[config.mk]
export PLATFORM = sky130hd
export DESIGN_NAME = inout_bus_arbiter
export DESIGN_NICKNAME = d
export VERILOG_FILES = /design/src/rtl/inout_bus_arbiter_pkg.sv /design/src/rtl/inout_bus_arbiter_rr_pick.sv /design/src/rtl/inout_bus_arbiter.sv
export SDC_FILE = /design/constraint.sdc
export NUM_CORES = 1
export LEC_CHECK = 0
export ABC_AREA = 1
export CAP_MARGIN = 20
export CELL_PAD_IN_SITES_DETAIL_PLACEMENT = 0
export CELL_PAD_IN_SITES_GLOBAL_PLACEMENT = 1
export CORE_MARGIN = 2
export CORE_UTILIZATION = 36
export CTS_CLUSTER_SIZE = 28
export DETAILED_ROUTE_END_ITERATION = 8
export PLACE_DENSITY_LB_ADDON = 0.3
export SLEW_MARGIN = 20
export SYNTH_ARGS = -nofsm -noshare
export SYNTH_HDL_FRONTEND = slang
export SYNTH_SLANG_ARGS = --single-unit
[constraint.sdc]
create_clock -name i_clk -period 2.1 [get_ports i_clk]
set_input_delay 0.42 -clock i_clk [delete_from_list [all_inputs] [get_ports i_clk]]
set_output_delay 0.42 -clock i_clk [all_outputs]
set_load 0.02 [all_outputs]
[src/rtl/inout_bus_arbiter_pkg.sv]
// Shared types and helpers for the inout bus arbiter.
// Latency: none (types, constants and a constant function only).
// Backpressure: not applicable.
package inout_arb_pkg;

  // FSM states: no owner, one owner driving, mandatory no-driver gap.
  typedef enum logic [1:0] {
    ST_IDLE  = 2'd0,
    ST_GRANT = 2'd1,
    ST_TURN  = 2'd2
  } arb_state_t;

  // Default parameter values for the arbiter.
  localparam int DEF_TURN     = 1;
  localparam int DEF_MAX_HOLD = 16;

  // Smallest r with 2**r >= v (0 for v <= 1).
  function automatic int ceil_log2(input int v);
    int r;
    r = 0;
    for (int i = 0; i < 31; i++) begin
      if ((1 << i) < v) r = i + 1;
    end
    return r;
  endfunction

endpackage

[src/rtl/inout_bus_arbiter_rr_pick.sv]
// Combinational round-robin picker: first set request at or after i_ptr wins.
// Latency: 0 cycles, purely combinational; the caller registers the result.
// Backpressure: none; o_win is all-zero when no request is set.
module rr_pick
  import inout_arb_pkg::*;
#(
  parameter  int N  = 3,
  localparam int IW = ceil_log2(N)
) (
  input  logic [N-1:0]  i_req,
  input  logic [IW-1:0] i_ptr,
  output logic [N-1:0]  o_win,
  output logic [IW-1:0] o_win_idx
);

  int          w_sum;
  logic [IW-1:0] w_idx;
  logic        w_found;

  // Scan requests starting at the pointer, wrapping past N-1 back to 0.
  always_comb begin
    o_win     = '0;
    o_win_idx = '0;
    w_found   = 1'b0;
    w_sum     = 0;
    w_idx     = '0;
    for (int k = 0; k < N; k++) begin
      w_sum = int'(i_ptr) + k;
      if (w_sum >= N) w_sum = w_sum - N;
      w_idx = IW'(w_sum);
      if (!w_found && i_req[w_idx]) begin
        w_found      = 1'b1;
        o_win[w_idx] = 1'b1;
        o_win_idx    = w_idx;
      end
    end
  end

endmodule

[src/rtl/inout_bus_arbiter.sv]
// Grants one driver at a time on a shared inout net, with a no-driver gap and a hold limit.
// Latency: request sampled in IDLE -> grant/oe one edge later; release condition -> oe low one edge later.
// Backpressure: requests wait until IDLE; owner is revoked after MAX_HOLD cycles with a timeout pulse.
module inout_bus_arbiter
  import inout_arb_pkg::*;
#(
  parameter  int N        = 3,
  parameter  int TURN     = DEF_TURN,
  parameter  int MAX_HOLD = DEF_MAX_HOLD,
  localparam int IW       = ceil_log2(N)
) (
  input  logic          i_clk,
  input  logic          i_rst,
  input  logic [N-1:0]  i_req,
  input  logic [N-1:0]  i_done,
  output logic [N-1:0]  o_gnt,
  output logic [N-1:0]  o_oe,
  output logic          o_busy,
  output logic          o_timeout,
  output logic [IW-1:0] o_owner
);

  localparam int HW = (ceil_log2(MAX_HOLD) > 0) ? ceil_log2(MAX_HOLD) : 1;
  localparam int TW = (ceil_log2(TURN) > 0) ? ceil_log2(TURN) : 1;
  localparam logic [HW-1:0] HOLD_LAST = HW'(MAX_HOLD - 1);
  localparam logic [TW-1:0] TURN_LOAD = TW'(TURN - 1);
  localparam logic [IW-1:0] LAST_IDX  = IW'(N - 1);

  arb_state_t    r_state;
  logic [N-1:0]  r_gnt;
  logic [N-1:0]  r_oe;
  logic          r_busy;
  logic          r_timeout;
  logic [IW-1:0] r_owner;
  logic [IW-1:0] r_ptr;
  logic [HW-1:0] r_hold;
  logic [TW-1:0] r_turn;

  arb_state_t    w_state_nxt;
  logic [N-1:0]  w_gnt_nxt;
  logic          w_busy_nxt;
  logic          w_timeout_nxt;
  logic [IW-1:0] w_owner_nxt;
  logic [IW-1:0] w_ptr_nxt;
  logic [HW-1:0] w_hold_nxt;
  logic [TW-1:0] w_turn_nxt;

  logic [N-1:0]  w_win;
  logic [IW-1:0] w_win_idx;
  logic          w_any_req;
  logic          w_own_req;
  logic          w_own_done;
  logic          w_hold_max;
  logic          w_release;

  rr_pick #(.N(N)) u_rr_pick (
    .i_req     (i_req),
    .i_ptr     (r_ptr),
    .o_win     (w_win),
    .o_win_idx (w_win_idx)
  );

  // Only the current owner's req/done bits can end a grant.
  assign w_any_req  = |i_req;
  assign w_own_req  = i_req[r_owner];
  assign w_own_done = i_done[r_owner];
  assign w_hold_max = (r_hold == HOLD_LAST);
  assign w_release  = !w_own_req || w_own_done || w_hold_max;

  // Next-state and next-output logic; every output comes from a register.
  always_comb begin
    w_state_nxt   = r_state;
    w_gnt_nxt     = r_gnt;
    w_owner_nxt   = r_owner;
    w_ptr_nxt     = r_ptr;
    w_hold_nxt    = r_hold;
    w_turn_nxt    = r_turn;
    w_timeout_nxt = 1'b0;
    case (r_state)
      ST_IDLE: begin
        if (w_any_req) begin
          w_state_nxt = ST_GRANT;
          w_gnt_nxt   = w_win;
          w_owner_nxt = w_win_idx;
          w_hold_nxt  = '0;
        end
      end
      ST_GRANT: begin
        if (w_release) begin
          w_state_nxt   = ST_TURN;
          w_gnt_nxt     = '0;
          w_ptr_nxt     = (r_owner == LAST_IDX) ? '0 : IW'(r_owner + 1'b1);
          w_turn_nxt    = TURN_LOAD;
          // A voluntary release wins over a coincident hold-limit revoke.
          w_timeout_nxt = w_hold_max && w_own_req && !w_own_done;
        end else begin
          w_hold_nxt = r_hold + 1'b1;
        end
      end
      ST_TURN: begin
        if (r_turn == '0) begin
          w_state_nxt = ST_IDLE;
        end else begin
          w_turn_nxt = r_turn - 1'b1;
        end
      end
      default: begin
        w_state_nxt = ST_IDLE;
        w_gnt_nxt   = '0;
      end
    endcase
    w_busy_nxt = (w_state_nxt != ST_IDLE);
  end

  // State and output registers; reset lands directly in IDLE with no gap.
  always_ff @(posedge i_clk) begin
    if (i_rst) begin
      r_state   <= ST_IDLE;
      r_gnt     <= '0;
      r_oe      <= '0;
      r_busy    <= 1'b0;
      r_timeout <= 1'b0;
      r_owner   <= '0;
      r_ptr     <= '0;
      r_hold    <= '0;
      r_turn    <= '0;
    end else begin
      r_state   <= w_state_nxt;
      r_gnt     <= w_gnt_nxt;
      r_oe      <= w_gnt_nxt;
      r_busy    <= w_busy_nxt;
      r_timeout <= w_timeout_nxt;
      r_owner   <= w_owner_nxt;
      r_ptr     <= w_ptr_nxt;
      r_hold    <= w_hold_nxt;
      r_turn    <= w_turn_nxt;
    end
  end

  assign o_gnt     = r_gnt;
  assign o_oe      = r_oe;
  assign o_busy    = r_busy;
  assign o_timeout = r_timeout;
  assign o_owner   = r_owner;

endmodule

After elaboration in Yosys (flattened, before gate mapping). Index checks and enable logic that the tools add are counted.

Logic and storage cells: 103. Output and inout port bits: 10. Register bits after elaboration: 16.

Reductions and logical operators: 24. Add/subtract/negate cells: 8. Equality and inequality tests: 7. Multiplexer cells: 41. $lt $le $gt $ge: 10. Bitwise gates (word level): 5.

Operators with widths (number): 2-to-1 mux 2 bit (10); 2-to-1 mux 3 bit (5); less-than comparator 2 x 3 -> 1 bit (second input constant) (4); 2-to-1 mux 1 bit (12); binary-select mux 1 bit (select 2 bit) (5); case mux 3 bit (3 select lines) (1); 2-to-1 mux 4 bit (2); case mux 4 bit (2 select lines) (1); logical AND 1 bit (7); demux 1 bit (select 2 bit) (3); greater-or-equal comparator 2 x 1 -> 1 bit (second input constant) (3); greater-or-equal comparator 3 x 2 -> 1 bit (second input constant) (2); inequality test 2 bit (second input constant) (3); OR 3 bit (2); case mux 2 bit (3 select lines) (1); AND reduction 2 bit (3); AND reduction 3 bit (2); nonzero test 2 bit (3); OR reduction 3 bit (2); adder 4 x 1 -> 4 bit (second input constant) (1); == test 2 bit (second input constant) (2); == test 4 bit (second input constant) (1); zero test 1 bit (4); subtractor 2 x 1 -> 2 bit (second input constant) (2); other kinds (11) (14).

Logic depth before layout (Yosys ltp).
Word-level depth: 13. Gate-level depth with buffers: 12. Depth with buffers taken out: 12.

Cells and area by module. From an unflattened synthesis, not the netlist that was laid out.

Cell total of the unflattened synthesis: 170. Area total of the unflattened synthesis: 1098.6 µm².

By module, submodules not included: inout_bus_arbiter (times used 1, cells an instance 108, area an instance 782.0 µm²); rr_pick (times used 1, cells an instance 62, area an instance 316.6 µm²).

Worst setup path before layout. Ideal clock, no wire load.

Path kind: reg-to-reg. Start point: register r_ptr[0]. End point: register r_owner[0], in the netlist o_owner[0]. Data arrival time: 1.365 ns. Buffers on the path: 0. Setup time: 0.143 ns. Cell stages (with the launch flop): 13. Period minus slack after synthesis: 1.508 ns. Setup slack: 0.592 ns. Cell sequence: dfxtp_1 > inv_1 > ha_1 > inv_1 > nand2_1 > nand3_1 > nand2_1 > nand3_1 > nand2_1 > inv_1 > nand2_1 > nand2_2 > a21oi_1.

Word-level cells in the longest chain between the ends: 11.

RTL lines: from (decl) (line inout_bus_arbiter.sv:35) `logic [IW-1:0] r_ptr;`; from (signal assigned) (line inout_bus_arbiter.sv:134) `r_ptr <= w_ptr_nxt;`; parallel branches: the longest is 10 deep, another holds adder 2 x 1 -> 3 bit; 2-to-1 mux 2 bit (*) (line inout_bus_arbiter_rr_pick.sv:31) `if (!w_found && i_req[w_idx]) begin`; to (signal assigned) (line inout_bus_arbiter.sv:133) `r_owner <= w_owner_nxt;`; to (decl) (line inout_bus_arbiter.sv:34) `logic [IW-1:0] r_owner;`.

Mark *: on every way between the ends. The select of a mux whose other input is x is not followed. A chain may end at the register's enable or synchronous reset.

Worst setup path in the final report.
Start point: register r_owner[0], in the netlist o_owner[0]. End point: output o_owner[0].

RTL lines: to (decl) (line inout_bus_arbiter.sv:20) `output logic [IW-1:0] o_owner`.

No word-level cell between the ends.

==> run_results.csv <==
group,metric,value,unit
clocking,clk_latency,0.29,ns
detailed_routing,wl_per_cell,10.8,um
power,finalPower,0.00110,W
critical_path,critical_path_class,"reg -> out",
sta,hold_viol_final,0,
critical_path,reg2reg_from,"r_ptr[0]",
floorplan,die_height,56.5,um
sta,fmax,0.540,GHz
logic_synthesis,synth_cell_types,24,
layout,num_antenna_cells,0,
place,dp_hpwl,1690,um
detailed_routing,vias,927,
critical_path,cp_top_family,"buffers and inverters",
sta,rsz0062_at_grt,"false",
sta,setup_viol,0,
sta,clock-skew-final,0.00241,ns
power,vdd_drop_max,0.506,mV
grt,grt_pass1_vias,857,
clocking,cts_resized,0,
critical_path,reg2reg_depth,12,
sta,slew_viol_final,0,
logic_synthesis,syn_inst,145,
critical_path,endpoint_kind,"primary output",
power,leakage,0.558,nW
status,status,"completed",
min_path,min_to,"o_oe[2]",
grt,grt_overflow_total,0,
clocking,htreeDepth,1,
detailed_routing,wl,2100,um
floorplan,io_pins,18,
critical_path,path_buf_inv,1,
sta,fin_crit,1.85,ns
min_path,min_path_cells,2,
layout,final_cell_mix,"nand2_1 (32), inv_1 (24), nand3_1 (22)",
power,powerDensity,908,nW/um^2
floorplan,core,2690,sq um
clocking,clk_pin_slew,0.10,ns
sta,finalCritPeriodShare,88.1,%
critical_path,cp.arrival,1.43,ns
detailed_routing,drt_iter0_markers,25,
logic_synthesis,syn_area,992,sq um
layout,layout_commonest_cell,"nand2_1",
grt,grt_max_degree,10,
critical_path,critPathRequiredTime,1.68,ns
layout,area_delta_synth_final,21.9,%
critical_path,crit_path_start_kind,"flop",
floorplan,dieArea,3190,sq um
run,cap_viol_max_count,0,
layout,fill_cells,291,
layout,drive_above_1_share,12.9,%
detailed_routing,drc,0,
critical_path,cp_max_fo,7,
place,portBuffers,17,
critical_path,max_stage_delay,0.66,ns
detailed_routing,firstDrtPassIters,4,
critical_path,cp_slowest_cell,"clkdlybuf4s50_1",
clocking,cts_buffers,3,
detailed_routing,ant_nets,0,
detailed_routing,routed_via_density,4.78,
place,gp_congestion,0.866,
clocking,hold_buffers,0,
logic_synthesis,synth_area_leaders,"dfxtp_1 (30%), nand2_1 (12%), nand3_1 (11%)",
floorplan,rows,19,
grt,track_usage,14.5,%
grt,grt_pass1_wl,3640,um
sta,relSlewSlack,76.1,%
logic_synthesis,synth.top_cell.area_share,30.3,%
logic_synthesis,synth_nets,158,
critical_path,reg2reg_slack,0.39,ns
critical_path,rr_endpoint,"o_owner[0]",
min_path,min-delay-path-class,"reg -> reg",
critical_path,worstPathCellList,"clkdlybuf4s50_1",
logic_synthesis,syn_avg_cell_area,6.84,sq um
clocking,cts_root_buf,"clkbuf_4",
min_path,min_from,"o_oe[2]",
logic_synthesis,yosysWarnings,0,
logic_synthesis,ys_seq_area_share,30.3,%
floorplan,chipWidth,56.5,um
clocking,cts.sinks,15,
clocking,ctsLongestPathBuffers,2,
logic_synthesis,ys_seq_elements,15,
clocking,post_cts_buffers,0,
logic_synthesis,synth_top_area_cell,"dfxtp_1",
clocking,tritoncts,"done",
layout,nets,177,
grt,antenna_found_initial,0,
floorplan,start_util,36.9,%
sta,worst_pin_slew,0.358,ns
sta,finalSetupTns,0,ns
==> report_power, final <==
part	internal (W)	switching, W
Combinational	0.000216	0.000346
Sequential	0.000327	0.0000372
Clock	0.0000709	0.000101
Total	0.000614	0.000485
==> worst min-delay path: cells and delay by family (launching register included) <==
family	cells	cell delay [ns]
DFF	1	0.33
AOI/OAI and AO/OA	1	0.05
and+or+nand+nor	1	0.06
==> cells by family (layout without fill, tap and decap cells) <==
kind of cell	count (synthesis)	after routing	share of synthesized area [%]
flip-flops	15	15	30.3
buffers and inverters	29	47	12.1
AO/OA/AOI/OAI	20	20	13.4
AND/OR/NAND/NOR	75	75	37.1
XOR/XNOR	1	1	0.883
adder cells (fa/ha/maj)	5	5	6.31
==> state kept, by name, summed over array words and instances, names as in the netlist <==
register,cells
o_busy,1
r_hold,4
o_owner,2
r_state,2
r_ptr,2
o_timeout,1
o_oe,3
==> through the flow <==
step	cell area (sq um)	hold slack [ns]	setup WS (ns)	instances	util (%)
after floorplan	992	0.456	0.592	145	-
after global placement	1180	0.461	0.111	190	44.0
after detailed placement	1180	0.472	0.108	190	44.0
after CTS	1210	0.488	0.240	194	45.0
after global routing	1210	0.518	0.166	194	45.0
final	1210	0.483	0.249	194	45.0
==> worst max path at each step <==
stage / endpoint / slack, ns / start / cells past startpoint
final: o_owner[0] / 0.25 / o_owner[0] / 1
after global routing: o_owner[0] / 0.17 / r_ptr[0] / 12
after CTS: o_owner[0] / 0.24 / o_owner[0] / 1
after detailed placement: o_owner[0] / 0.11 / i_req[2] / 10
after global placement: o_owner[0] / 0.11 / i_req[2] / 10
after floorplan: o_owner[0] / 0.59 / r_ptr[0] / 12
==> synth_stat cells <==
cell	count
nand4_4	1
ha_1	5
nand3b_1	1
nand2_2	7
nand2_1	32
nor2_1	7
o211ai_1	1
nor2_4	1
a21oi_1	6
xor2_1	1
o21ai_1	2
nor3_1	1
inv_2	1
a21oi_4	1
nand3_1	22
dfxtp_1	15
clkbuf_1	1
nand4_1	2
a21oi_2	4
inv_1	24
o21ai_0	5
a41oi_1	1
buf_4	3
nand3_2	1
==> layer usage <==
metal,wire length (um),up-vias,GRT usage (%)
met5,0,-,0
met4,17,0,4.08
met3,105,2,4.38
met2,940,20,24.3
met1,1040,404,18.0
li1,-,501,-
==> cell type report <==
cell class	instances	area [sq um]	area share [%]
clock buffer	3	22.5	1.86
tap	31	38.8	3.21
multi-input combinational	101	572	47.3
inverter	25	93.8	7.76
sequential	15	300	24.8
timing repair buffer	18	178	14.7
clock inverter	1	5.00	0.414
Power figures use the tool's default switching activity.
